File: src/rtl/mul_seq.sv
// Sequential 32x32 -> 64 shift-add multiplier, signed or unsigned, fixed 34-cycle latency.
// Operands are multiplied as magnitudes; the sign is applied once in FIXUP.
//
//   state | meaning
//   IDLE  | waiting for valid; c holds the last product
//   BUSY  | one shift-add iteration per edge, CYCLES edges
//   FIXUP | apply result sign, publish c, pulse done
module mul_seq #(
    parameter int CYCLES = 32
) (
    input  logic        clk,
    input  logic        resetn,
    input  logic        valid,
    input  logic        is_signed,
    input  logic        flush,
    input  logic [31:0] a,
    input  logic [31:0] b,
    output logic        busy,
    output logic        done,
    output logic [63:0] c
);

    localparam logic [1:0] S_IDLE  = 2'd0;
    localparam logic [1:0] S_BUSY  = 2'd1;
    localparam logic [1:0] S_FIXUP = 2'd2;
    localparam logic [5:0] CNT_INIT = 6'(CYCLES);

    logic [1:0]  r_state;
    logic [5:0]  r_cnt;
    logic [63:0] r_mcand;
    logic [31:0] r_mplier;
    logic [63:0] r_acc;
    logic        r_neg;
    logic [63:0] r_c;
    logic        r_done;

    logic [31:0] w_a_mag;
    logic [31:0] w_b_mag;
    logic [63:0] w_addend;

    // -0x80000000 wraps back to 0x80000000, which is the correct unsigned magnitude.
    assign w_a_mag  = (is_signed && a[31]) ? (~a + 32'd1) : a;
    assign w_b_mag  = (is_signed && b[31]) ? (~b + 32'd1) : b;
    assign w_addend = r_mplier[0] ? r_mcand : 64'd0;

    always_ff @(posedge clk) begin
        if (!resetn) begin
            r_state  <= S_IDLE;
            r_cnt    <= 6'd0;
            r_mcand  <= 64'd0;
            r_mplier <= 32'd0;
            r_acc    <= 64'd0;
            r_neg    <= 1'b0;
            r_c      <= 64'd0;
            r_done   <= 1'b0;
        end else if (flush) begin
            r_state <= S_IDLE;
            r_done  <= 1'b0;
        end else begin
            r_done <= 1'b0;
            case (r_state)
                S_IDLE: begin
                    if (valid) begin
                        r_mcand  <= {32'd0, w_a_mag};
                        r_mplier <= w_b_mag;
                        r_neg    <= is_signed & (a[31] ^ b[31]);
                        r_acc    <= 64'd0;
                        r_cnt    <= CNT_INIT;
                        r_state  <= S_BUSY;
                    end
                end
                S_BUSY: begin
                    r_acc    <= r_acc + w_addend;
                    r_mcand  <= {r_mcand[62:0], 1'b0};
                    r_mplier <= {1'b0, r_mplier[31:1]};
                    r_cnt    <= r_cnt - 6'd1;
                    if (r_cnt == 6'd1) begin
                        r_state <= S_FIXUP;
                    end
                end
                S_FIXUP: begin
                    r_c     <= r_neg ? (~r_acc + 64'd1) : r_acc;
                    r_done  <= 1'b1;
                    r_state <= S_IDLE;
                end
                default: begin
                    r_state <= S_IDLE;
                end
            endcase
        end
    end

    assign busy = (r_state != S_IDLE);
    assign done = r_done;
    assign c    = r_c;

endmodule

File: config.mk
export PLATFORM = sky130hd
export DESIGN_NAME = mul_seq
export DESIGN_NICKNAME = d
export VERILOG_FILES = /design/src/rtl/mul_seq.sv
export SDC_FILE = /design/constraint.sdc
export NUM_CORES = 1
export LEC_CHECK = 0
export ABC_AREA = 1
export BUFFER_PORTS_ARGS = -buffer_cell sky130_fd_sc_hd__clkbuf_2
export CORE_ASPECT_RATIO = 1.4
export CORE_MARGIN = 2
export CORE_UTILIZATION = 61
export CTS_CLUSTER_DIAMETER = 60
export DETAILED_ROUTE_END_ITERATION = 16
export PLACE_DENSITY = 0.87
export SYNTH_ARGS = -nofsm -noshare
export SYNTH_HDL_FRONTEND = slang
export SYNTH_SLANG_ARGS = --single-unit
File: constraint.sdc
create_clock -name clk -period 4.5 [get_ports clk]
set_input_delay 0.675 -clock clk [delete_from_list [all_inputs] [get_ports clk]]
set_output_delay 0.675 -clock clk [all_outputs]
set_load 0.05 [all_outputs]
### Word-level counts from Yosys, hierarchy flattened

Index checks and enable logic that the tools add are counted.

* $add $sub $neg: 5
* equality and inequality tests: 5
* muxes and demuxes: 16
* bitwise logic cells: 7
* reductions and logical operators: 10

Operators by type and width (count)
* $mux W64: 4
* $pmux W64 S2: 2
* $mux W32: 3
* $add A32 B1 Y32 const B: 2
* $add A64 B1 Y64 const B: 1
* $add A64 B64 Y64: 1
* $not A32 Y32: 2
* $not A64 Y64: 1
* $pmux W32 S2: 1
* $pmux W6 S2: 1
* $eq A6 B1 Y1 const B: 1
* $mux W6: 1
* $reduce_and A3 Y1: 2
* $sub A6 B1 Y6 const B: 1
* $mux W2: 2
* $ne A2 B2 Y1 const B: 2
* $pmux W2 S2: 1
* $reduce_and A2 Y1: 2
* $reduce_bool A2 Y1: 2
* $eq A2 B1 Y1 const B: 1
* $eq A2 B2 Y1 const B: 1
* $logic_and A1 B1 Y1: 2
* $logic_not A2 Y1: 1
* $not A1 Y1: 2
* other kinds (4): 4

* register bits: 234
* output and inout port bits: 66
* word-level logic and storage cells: 51

### Logic depth before layout (Yosys ltp)

Gate-level depths: netlist (run 1).

* depth after elaboration: 5
* depth in mapped cells: 21
* mapped depth without buffers: 19

### Least setup slack after synthesis (run 1)

No wires, ideal clock.

* path type: register to register
* start point: register r_mplier[0]
* end point: register r_acc[62]
* library setup time: 0.132 ns
* data arrival time: 2.415 ns
* data required time: 4.368 ns
* path slack: 1.953 ns
* stages on the path, launching flop included: 22
* period minus slack after synthesis: 2.547 ns
* cells stage by stage: dfxtp_1 -> clkbuf_1 -> clkbuf_1 -> nand2_1 -> inv_1 -> ha_1 -> inv_1 -> fa_1 -> inv_1 -> nand3_1 -> inv_1 -> nand2_1 -> nand3_1 -> nand2_1 -> nand2_1 -> nand2_1 -> nand2_1 -> nand2_1 -> nand2_1 -> nand2_1 -> nand3_1 -> a21oi_1

* word-level cells in the longest chain between the ends: 3

Ends and longest elaborated chain
* start, declared: RTL line 31 `logic [31:0] r_mplier;`
* start signal, assigned: RTL line 65 `r_mplier <= w_b_mag;`
* start signal, assigned: RTL line 75 `r_mplier <= {1'b0, r_mplier[31:1]};`
* $mux W64: RTL line 44 `assign w_addend = r_mplier[0] ? r_mcand : 64'd0;`
* $add A64 B64 Y64: RTL line 73 `r_acc <= r_acc + w_addend;`
* $pmux W64 S2: RTL line 61 `case (r_state)`
* end signal, assigned: RTL line 73
* end, declared: RTL line 32 `logic [63:0] r_acc;`

No other way between the ends.
A chain may end at the register's enable or synchronous reset.

### Final worst setup path (run 1)

Same ends and word-level chain as after synthesis.

==> implementation parameters, run 1 <==
Parameter                              Value

CTS
  Cts bufs inserted ... 27
  Number of buffers added for setup after CTS ... 0
  H-tree lvl count ... 1
  Total number of clock tree sinks ... 234
  Buffer type at the clock tree root ... clkbuf_16
  Post-cts gate resize count ... 0
  Clock latency reported for the late side of the worst-skew pair ... 0.55 ns
  Count of hold-fix buffers inserted at cts ... 0
  Clock Pin Slew Worst Setup and Hold Paths ... 0.06 ns
  CTS max path bufs ... 3
  CTS tree ... built

Yosys
  Syn Inst Count ... 3301
  Count of synthesis-stage warnings from yosys ... 0
  Area of the mapped netlist ... 0.0188 mm2
  EDFF count, synth ... 0
  Number of synthesized register bits ... 234
  Library cells used by synthesis ... 54
  Part of the Yosys area used for sequential elements ... 0.250
  Main synth FF type ... dfxtp_1
  Ys async rst share ... 0
  Post-synthesis area per instance ... 5.69 um2
  Number of nets in the synthesized netlist ... 3439

Global route
  Number of global-route vias before repair ... 19700
  Antenna violations before repair ... 1
  Maximum number of pins on one net before global-route repair ... 65
  Global router's overall resource usage ... 0.374
  First-pass GRT wire length ... 97800 um
  Overall overflow remaining after global route ... 0

Placed design
  Cell Area, Placed ... 0.0196 mm2
  Dpl hpwl ... 48700 um
  Routability Congestion ... 1.03
  DP Worst Slack ... 1.40 ns
  Number of buffer cells added on primary ports ... 134

Finish
  Highest-count cells in the layout ignoring fill and taps ... nand2_1, inv_1, nor2_1
  Leading cell type in the layout, fill and taps excluded ... nand2_1
  Post-route core utilization ... 0.671
  Total non-filler cell area in the finished layout ... 0.0205 mm2
  FILL cells ... 2978
  Area of the multi-input gates ... 0.0114 mm2
  Reg area ... 0.00469 mm2
  Net count, final ... 3516
  Area growth, synth to finish ... 9.04%
  Diode count ... 0
  Share of post-route cells with drive strength above 1 ... 0.0786

STA
  Setup repair after global routing missed its margin ... no
  Total Neg Setup Slack ... 0 ns
  Worst path setup slack after routing ... 1.39 ns
  Final Hold Fails ... 0
  Max-slew violations ... 0
  Final Cycle Share ... 0.691
  Number of endpoints failing setup at the final stage ... 0
  Setup skew after layout ... 0.0110 ns
  Measured slew at the worst slew-check pin ... 0.914 ns
  Slew margin rel. ... 0.390
  Minimum period implied by the final worst setup slack ... 3.11 ns
  Max Fclk ... 322 MHz

Critical path
  Highest fanout seen on the critical path ... 48
  Critical path capture point type ... register
  Arrival @ worst endpoint ... 3.53 ns
  Reg-to-reg critical path startpoint ... r_mplier[0]$_SDFFE_PN0P_
  Crit path launch type ... register
  CP required ... 4.92 ns
  Worst Reg-to-Reg Cells ... 15
  Setup Crit Path Kind ... reg -> reg
  Reg2Reg Setup Slack ... 1.39 ns
  Endpoint of the worst-slack reg-to-reg timing path ... r_acc[62]$_SDFFE_PN0P_
  CP startpoint ... r_mplier[0]$_SDFFE_PN0P_

Hold path
  Endpoint, Worst Hold ... r_state[0]$_SDFFE_PP0P_
  Critical hold path startpoint ... flush
  Path class of the lowest-slack min-delay path ... in -> reg
  Cell depth of the worst hold path ... 2

Power and ir drop
  Share of total power in sequential cells ... 0.440
  Cell area power density ... 241 mW/mm2
  Leakage power ... 11.5 nW
  Reported net switching power ... 0.00137 W
  Gate power share ... 0.110
  Power after layout ... 0.00493 W
  Net switching share of the total power ... 0.278
  Peak supply drop ... 214 uV
  Internal portion of total power ... 0.00356 W
  Share of power burned in the clock network ... 0.450

Flow run
  Max-cap violations ... 0

Detailed routing
  Final WL ... 62000 um
  Met3 WL ... 4110 um
  Wire length on met2 ... 29900 um
  DR iter-0 viols ... 1479
  Wirelength per Cell ... 16.4 um
  Post-route DRC ... 0
  Wire length on met1 ... 24000 um
  Total number of vias ... 20900
  Top layer in use ... met4
  Routed Antenna Nets ... 0
  Number of iterations in the first detailed-routing pass ... 7
  Post-detailed-route via-to-cell ratio ... 5.51

Floorplanning
  Boundary pin count ... 135
  Total die area ... 0.0322 mm2
  Horizontal extent of the die ... 152 um
  Floorplan row count ... 76
  Die Span Y ... 212 um
  Starting density of the core ... 0.615
  Std-Cell Core Area ... 0.0305 mm2

Run status
  Result of the run ... finished clean
-- Yosys cell counts, types with 6 or more instances --
cell type,instances,area (um2)
o32ai_1,16,140
nor3_1,28,140
nor4_1,8,50.1
or2_2,12,75.1
nand2_2,11,68.8
clkbuf_1,52,195
xor2_1,45,394
buf_1,10,37.5
nand2_1,1129,4240
inv_1,575,2160
nand3b_1,10,75.1
nor2_2,12,75.1
a21oi_1,246,1230
buf_2,34,170
nand4_1,31,194
nand3_2,7,70.1
o211ai_1,21,158
a31oi_1,13,81.3
o221ai_1,6,52.6
o22ai_1,15,93.8
a22oi_1,20,150
dfxtp_1,234,4680
ha_1,68,851
nand3_1,222,1110
nor2_1,281,1050
o21ai_1,10,50.1
o21ai_0,122,611
-- logic make-up (layout without fill, tap and decap cells) --
| group | Yosys count | after routing | synth area share |
|---|---|---|---|
| AOI/OAI and AO/OA | 494 | 494 | 0.148 |
| xor gates and xnor gates | 50 | 50 | 0.0233 |
| adders and majority gates | 69 | 69 | 0.0464 |
| buffers and inverters | 685 | 781 | 0.142 |
| DFF | 234 | 234 | 0.250 |
| and+or+nand+nor | 1769 | 1769 | 0.391 |
-- registers in the layout, indices dropped and copies added, names as in the netlist --
name and count:
r_mcand 64, r_mplier 32, done 1, r_acc 64, r_state 2, c 64
r_cnt 6, r_neg 1
-- stage by stage --
stage	cells	hold slack, ns
floorplan	3301	0.444
global placement	3739	0.452
detailed placement	3739	0.459
CTS	3787	0.380
global route	3787	0.393
finish	3787	0.387
-- critical path, stage by stage, from the launching register on --
cell,delay [ns]
dfxtp_2,0.49
buf_4,0.51
nand2_1,0.14
inv_1,0.08
ha_1,0.22
nand2_1,0.16
nor2_1,0.16
inv_1,0.10
nor2_1,0.27
a21oi_1,0.12
nand2_1,0.28
nand2_1,0.14
nand2_1,0.08
nand2_1,0.05
nand3_1,0.08
a21oi_1,0.07
-- worst max path at each step --
stage / endpoint / slack (ns) / cells after the start
after floorplan: r_acc[62]$_SDFFE_PN0P_ / 1.95 / 21
after global placement: r_mplier[18]$_SDFFE_PN0P_ / 1.45 / 8
after detailed placement: r_mplier[18]$_SDFFE_PN0P_ / 1.40 / 8
after CTS: r_acc[62]$_SDFFE_PN0P_ / 1.50 / 15
after global routing: r_acc[51]$_SDFFE_PN0P_ / 1.17 / 17
final: r_acc[62]$_SDFFE_PN0P_ / 1.39 / 15
-- power by group through the flow --
stage	logic, W	registers, W	clock network [W]
after floorplan	0.000363	0.00222	0
after global placement	0.000521	0.00221	0
after detailed placement	0.000533	0.00221	0
after CTS	0.000537	0.00217	0.00224
after global routing	0.000598	0.00217	0.00231
final	0.000544	0.00217	0.00222
-- area by class of cell --
cell class | instances | share of cell area
Timing Repair Buffer | 150 | 0.0386
Inverter | 583 | 0.107
Tap cell | 390 | 0.0238
Multi-Input combinational cell | 2382 | 0.559
Sequential cell | 234 | 0.229
Clock inverter | 13 | 0.00684
Clock buffer | 35 | 0.0359
-- per-layer routing --
| layer | GRT usage | up-vias |
|---|---|---|
| li1 | - | 10500 |
| met1 | 0.438 | 9317 |
| met2 | 0.665 | 824 |
| met3 | 0.0358 | 193 |
| met4 | 0.222 | 0 |
| met5 | 0 | - |
No activity file was read; power rests on OpenSTA's default activity.
==> inputs of run 2 (changes only) <==
- clock period: 4.5 -> 3.2 ns (I/O delays scaled with it)
==> implementation parameters, run 2 (synthesized netlist as in run 1, its figures left out) <==
Parameter                              Value

Floorplanning
  Boundary pin count ... 135 (unchanged)
  Die Span Y ... 212 um (unchanged)
  Horizontal extent of the die ... 152 um (unchanged)
  Total die area ... 0.0322 mm2 (unchanged)
  Starting density of the core ... 0.615 (unchanged)
  Std-Cell Core Area ... 0.0305 mm2 (unchanged)
  Floorplan row count ... 76 (unchanged)

Critical path
  Reg-to-reg critical path startpoint ... r_mplier[0]$_SDFFE_PN0P_
  CP Cell Sequence ... buf_12 > nand2_1 > inv_1 > ha_1 > nand2_1 > nor2_1 > inv_1 > nor2_1 > nand2_1 > nor2_1 > nand2_1 > nand3_1 > nand2_1 > nand3_1 > a21oi_1
  Crit path launch type ... register
  Highest fanout seen on the critical path ... 36 (-25%)
  CP required ... 3.62 ns (-1.30 ns)
  CP bufs+invs ... 3 (unchanged)
  CP startpoint ... r_mplier[0]$_SDFFE_PN0P_
  Delay of the slowest critical-path stage ... 0.58 ns (+0.07 ns)
  Most common cell type on the critical path ... nand2_1
  Crit path max-delay family ... simple AND/OR/NAND/NOR gates
  Critical path capture point type ... register
  Setup Crit Path Kind ... reg -> reg
  Arrival @ worst endpoint ... 3.45 ns (-0.08 ns)
  Worst path slowest cell ... dfxtp_2

Global route
  Number of global-route vias before repair ... 19900 (+0.74%)
  Maximum number of pins on one net before global-route repair ... 110 (+69%)
  Global router's overall resource usage ... 0.381 (+0.00683)
  First-pass GRT wire length ... 99100 um (+1.3%)
  Overall overflow remaining after global route ... 0 (unchanged)
  Antenna violations before repair ... 0 (-1)

Detailed routing
  Total number of vias ... 21200 (+1.7%)
  Number of iterations in the first detailed-routing pass ... 6 (-1)
  DR iter-0 viols ... 1783 (+21%)
  Post-detailed-route via-to-cell ratio ... 5.58 (+1.3%)
  Post-route DRC ... 0 (unchanged)
  Final WL ... 64000 um (+3.2%)
  Wirelength per Cell ... 16.8 um (+2.8%)
  Routed Antenna Nets ... 0 (unchanged)

STA
  Final Hold Fails ... 0 (unchanged)
  Max Fclk ... 330 MHz (+2.5%)
  Final Cycle Share ... 0.948 (+0.257)
  Setup repair after global routing missed its margin ... no
  Number of endpoints failing setup at the final stage ... 0 (unchanged)
  Total Neg Setup Slack ... 0 ns (unchanged)
  Minimum period implied by the final worst setup slack ... 3.03 ns (-0.0760 ns)
  Measured slew at the worst slew-check pin ... 0.941 ns (+0.0268 ns)
  Slew margin rel. ... 0.373 (-0.0170)
  Max-slew violations ... 0 (unchanged)
  Setup skew after layout ... 0.0180 ns (+0.00695 ns)

CTS
  CTS tree ... built
  Clock latency reported for the late side of the worst-skew pair ... 0.56 ns (about the same)
  Buffer type at the clock tree root ... clkbuf_16
  Total number of clock tree sinks ... 234 (unchanged)
  Count of hold-fix buffers inserted at cts ... 0 (unchanged)
  Number of buffers added for setup after CTS ... 0 (unchanged)
  CTS max path bufs ... 3 (unchanged)
  Clock Pin Slew Worst Setup and Hold Paths ... 0.06 ns (about the same)
  Post-cts gate resize count ... 0 (unchanged)
  H-tree lvl count ... 1 (unchanged)
  Cts bufs inserted ... 26 (-3.7%)

Power and ir drop
  Leakage power ... 11.6 nW (+1.1%)
  Peak supply drop ... 387 uV (+81%)
  Cell area power density ... 350 mW/mm2 (+45%)

Hold path
  Path class of the lowest-slack min-delay path ... in -> reg
  Critical hold path startpoint ... flush

Finish
  Leading cell type in the layout, fill and taps excluded ... nand2_1
  Final instance count without filler cells ... 3802 (+0.40%)
  Area growth, synth to finish ... 10.3%
  Net count, final ... 3530 (+0.40%)
  Diode count ... 0 (unchanged)
  Share of post-route cells with drive strength above 1 ... 0.0832 (+0.00464)
  Highest-count cells in the layout ignoring fill and taps ... nand2_1, inv_1, nor2_1

Run status
  Result of the run ... finished clean

Flow run
  Max-cap violations ... 0 (unchanged)

Placed design
  Routability Congestion ... 1.02 (-0.99%)
  Number of placed instances, taps included ... 3754 (+0.40%)
  Number of buffer cells added on primary ports ... 134 (unchanged)
  Dpl hpwl ... 49900 um (+2.4%)
## run 2: changes by cell type in the layout (fill, tap and decap cells not counted)
cell and delta:
bufinv_16 +3, clkinv_8 +1, clkbuf_8 +2, buf_12 +2, clkinv_2 -4, clkbuf_1 -2
buf_4 +13, inv_8 -1, clkinvlp_4 +1
## run 2: path summary, 6_finish.rpt
check / endpoint / slack [ns] / cells after the start
min: r_state[0]$_SDFFE_PP0P_ / 0.21 / 2
max: r_acc[53]$_SDFFE_PN0P_ / 0.17 / 15
max reg2reg: r_acc[53]$_SDFFE_PN0P_ / 0.17 / 15
min reg2reg: r_mplier[28]$_SDFFE_PN0P_ / 0.48 / 2
## run 2: layer usage
| metal | wire length [um] | GRT usage |
|---|---|---|
| met2 | 30500 | 0.674 |
| met4 | 4500 | 0.249 |
| met5 | 0 | 0 |
| met1 | 24300 | 0.440 |
| met3 | 4640 | 0.0350 |
## run 2: worst register-to-register path: cells and delay by family, from the launching register on
family,cells,cell delay [ns]
AO/OA/AOI/OAI,1,0.07
AND/OR/NAND/NOR,10,1.56
buffers and inverters,3,0.41
adder cells (fa/ha/maj),1,0.26
flip-flops,1,0.58
## run 2: power breakdown
| group | internal [W] | switching, W |
|---|---|---|
| registers | 0.00298 | 0.0000541 |
| logic | 0.000233 | 0.000558 |
| clock network | 0.00208 | 0.00133 |
| total | 0.00530 | 0.00194 |
## run 2: stage by stage
step / setup WS, ns / area, um2 / total power, W / utilization / hold slack, ns
after floorplan: 0.653 / 18800 / 0.00363 / - / 0.444
after global routing: 0.0720 / 20700 / 0.00744 / 0.679 / 0.227
final: 0.166 / 20700 / 0.00724 / 0.679 / 0.208
after detailed placement: 0.342 / 19700 / 0.00387 / 0.647 / 0.466
after CTS: 0.287 / 20700 / 0.00724 / 0.679 / 0.209
after global placement: 0.424 / 19700 / 0.00385 / 0.647 / 0.453
## run 2: cell type report
cell class | count | area (um2)
Multi-Input combinational cell | 2382 | 11400
Fill cell | 2859 | 9810
Sequential cell | 234 | 4690
Inverter | 583 | 2190
Timing Repair Buffer | 165 | 928
Clock buffer | 35 | 756
Tap cell | 390 | 488
Clock inverter | 13 | 223
==> inputs of run 3 (changes only) <==
- CORE_UTILIZATION: 61 -> 30
- PLACE_DENSITY: 0.87 -> unset
==> implementation parameters, run 3 (synthesized netlist as in run 1, its figures left out) <==
Parameter                              Value

CTS
  Post-cts gate resize count ... 0 (unchanged)
  Number of buffers added for setup after CTS ... 0 (unchanged)
  Total number of clock tree sinks ... 234 (unchanged)
  Buffer type at the clock tree root ... clkbuf_16
  Cts bufs inserted ... 31 (+19%)
  Clock latency reported for the late side of the worst-skew pair ... 0.60 ns (+0.04 ns)
  CTS tree ... built
  CTS max path bufs ... 3 (unchanged)
  Clock Pin Slew Worst Setup and Hold Paths ... 0.06 ns (about the same)
  Count of hold-fix buffers inserted at cts ... 0 (unchanged)
  H-tree lvl count ... 1 (unchanged)

Detailed routing
  Post-detailed-route via-to-cell ratio ... 4.77 (-15%)
  Routed Antenna Nets ... 0 (unchanged)
  Post-route DRC ... 0 (unchanged)
  Number of iterations in the first detailed-routing pass ... 5 (-1)
  Final WL ... 67000 um (+4.7%)
  Wirelength per Cell ... 15.7 um (-6.4%)
  Total number of vias ... 20300 (-4.5%)
  DR iter-0 viols ... 1432 (-20%)

STA
  Final Hold Fails ... 0 (unchanged)
  Total Neg Setup Slack ... 0 ns (unchanged)
  Slew margin rel. ... 0.416 (+0.0429)
  Max-slew violations ... 0 (unchanged)
  Final Cycle Share ... 0.862 (-0.0856)
  Setup skew after layout ... 0.0171 ns (-0.000876 ns)
  Setup repair after global routing missed its margin ... no
  Measured slew at the worst slew-check pin ... 0.875 ns (-0.0656 ns)
  Max Fclk ... 362 MHz (+9.9%)
  Minimum period implied by the final worst setup slack ... 2.76 ns (-0.274 ns)
  Number of endpoints failing setup at the final stage ... 0 (unchanged)

Finish
  Share of post-route cells with drive strength above 1 ... 0.0858 (+0.00260)
  Reg area ... 0.00469 mm2 (unchanged)
  Net count, final ... 3538 (+0.23%)
  FILL cells ... 7105 (+150%)
  Area of the multi-input gates ... 0.0114 mm2 (unchanged)
  Highest-count cells in the layout ignoring fill and taps ... nand2_1, inv_1, nor2_1
  Area growth, synth to finish ... 14.0%
  Leading cell type in the layout, fill and taps excluded ... nand2_1

Critical path
  Arrival @ worst endpoint ... 3.20 ns (-0.25 ns)
  Highest fanout seen on the critical path ... 24 (-33%)
  Crit path max-delay family ... simple AND/OR/NAND/NOR gates
  Most common cell type on the critical path ... nand2_1
  CP required ... 3.64 ns (+0.02 ns)
  CP Cell Sequence ... buf_4 > nand2_1 > fa_1 > inv_1 > nand3_1 > nand2_1 > nand2_1 > nand2_1 > nand3_1 > nand3_1 > a21oi_1 > o21ai_0 > a21oi_1
  Worst path slowest cell ... fa_1
  Setup Crit Path Kind ... reg -> reg
  CP bufs+invs ... 2 (-1)
  Crit path launch type ... register
  Critical path capture point type ... register
  Delay of the slowest critical-path stage ... 0.39 ns (-0.19 ns)

Global route
  Global router's overall resource usage ... 0.204 (-0.177)
  Met1 Use GR ... 0.246 (-0.195)
  GR met2 Demand/Resource ... 0.360 (-0.314)
  Antenna violations before repair ... 4 (+4)
  Most Used Layer, Global Route ... met2
  Overall overflow remaining after global route ... 0 (unchanged)
  Maximum number of pins on one net before global-route repair ... 99 (-10%)
  First-pass GRT wire length ... 105000 um (+6.2%)
  Number of global-route vias before repair ... 19500 (-1.8%)
  Fraction of met3 tracks used by global routing ... 0.0242 (-0.0108)

Power and ir drop
  Share of total power in sequential cells ... 0.405 (-0.015)
  Cell area power density ... 351 mW/mm2 (+0.35%)
  Share of power burned in the clock network ... 0.488 (+0.017)
  Gate power share ... 0.107 (-0.002)
  Power after layout ... 0.00751 W (+3.7%)
  Net switching share of the total power ... 0.278 (+0.00969)
  Internal portion of total power ... 0.00542 W (+2.3%)
  Reported net switching power ... 0.00209 W (+7.5%)
  Leakage power ... 11.7 nW (+0.60%)
  Peak supply drop ... 392 uV (+1.1%)

Run status
  Result of the run ... finished clean

Floorplanning
  Total die area ... 0.0646 mm2 (+100%)
  Horizontal extent of the die ... 215 um (+41%)
  Floorplan row count ... 108 (+42%)
  Starting density of the core ... 0.303 (-0.312)
  Boundary pin count ... 135 (unchanged)
  Std-Cell Core Area ... 0.0619 mm2 (+100%)
  Die Span Y ... 300 um (+42%)

Flow run
  Max-cap violations ... 0 (unchanged)

Placed design
  Dpl hpwl ... 53600 um (+7.4%)
  Number of buffer cells added on primary ports ... 134 (unchanged)
  Routability Congestion ... 0.941 (-8.0%)

Hold path
  Path class of the lowest-slack min-delay path ... in -> reg
## run 3: changes by cell type in the layout (fill, tap and decap cells not counted), moves of 2 or more
| cell | before | now |
|---|---|---|
| inv_6 | 1 | 5 |
| buf_4 | 29 | 31 |
| clkbuf_8 | 5 | 3 |
| buf_12 | 2 | 4 |
| diode_2 | 0 | 4 |
| clkbuf_1 | 3 | 7 |
| clkinv_4 | 0 | 4 |
| clkbuf_16 | 27 | 31 |
## run 3: path summary, 6_finish.rpt
check	start	end	slack, ns	cells after the start
max	r_mplier[0]$_SDFFE_PN0P_	r_acc[24]$_SDFFE_PN0P_	0.44	13
min	flush	r_state[0]$_SDFFE_PP0P_	0.16	2
max reg2reg	r_mplier[0]$_SDFFE_PN0P_	r_acc[24]$_SDFFE_PN0P_	0.44	13
min reg2reg	r_mplier[31]$_SDFFE_PN0P_	r_mplier[31]$_SDFFE_PN0P_	0.47	2
## run 3: per-stage QoR
step                setup slack [ns]  instances  area (um2)  hold slack [ns]   util
finish                         0.440       4254       21400            0.162  0.346
global route                   0.195       4254       21400            0.170  0.346
CTS                            0.473       4250       21400            0.128  0.346
detailed placement             0.486       4192       20300            0.458  0.328
global placement               0.500       4192       20300            0.454  0.328
floorplan                      0.653       3301       18800            0.444      -
## run 3: per-layer routing
| metal | up-vias | part of all wire |
|---|---|---|
| met4 | 0 | 0.049 |
| met3 | 132 | 0.051 |
| li1 | 10600 | - |
| met2 | 544 | 0.48 |
| met5 | - | 0 |
| met1 | 9005 | 0.42 |
## run 3: layout make-up
type,count,area share
Timing Repair Buffer,168,0.0457
Inverter,583,0.102
Clock inverter,17,0.0106
Multi-Input combinational cell,2382,0.534
Antenna cell,4,0.000468
Sequential cell,234,0.219
Tap cell,825,0.0482
Clock buffer,41,0.0394
## run 3: power by group through the flow
stage / registers, W / clock network [W] / logic [W]
finish: 0.00304 / 0.00367 / 0.000802
global route: 0.00305 / 0.00388 / 0.000893
CTS: 0.00304 / 0.00377 / 0.000802
detailed placement: 0.00310 / 0 / 0.000800
global placement: 0.00310 / 0 / 0.000796
floorplan: 0.00312 / 0 / 0.000511
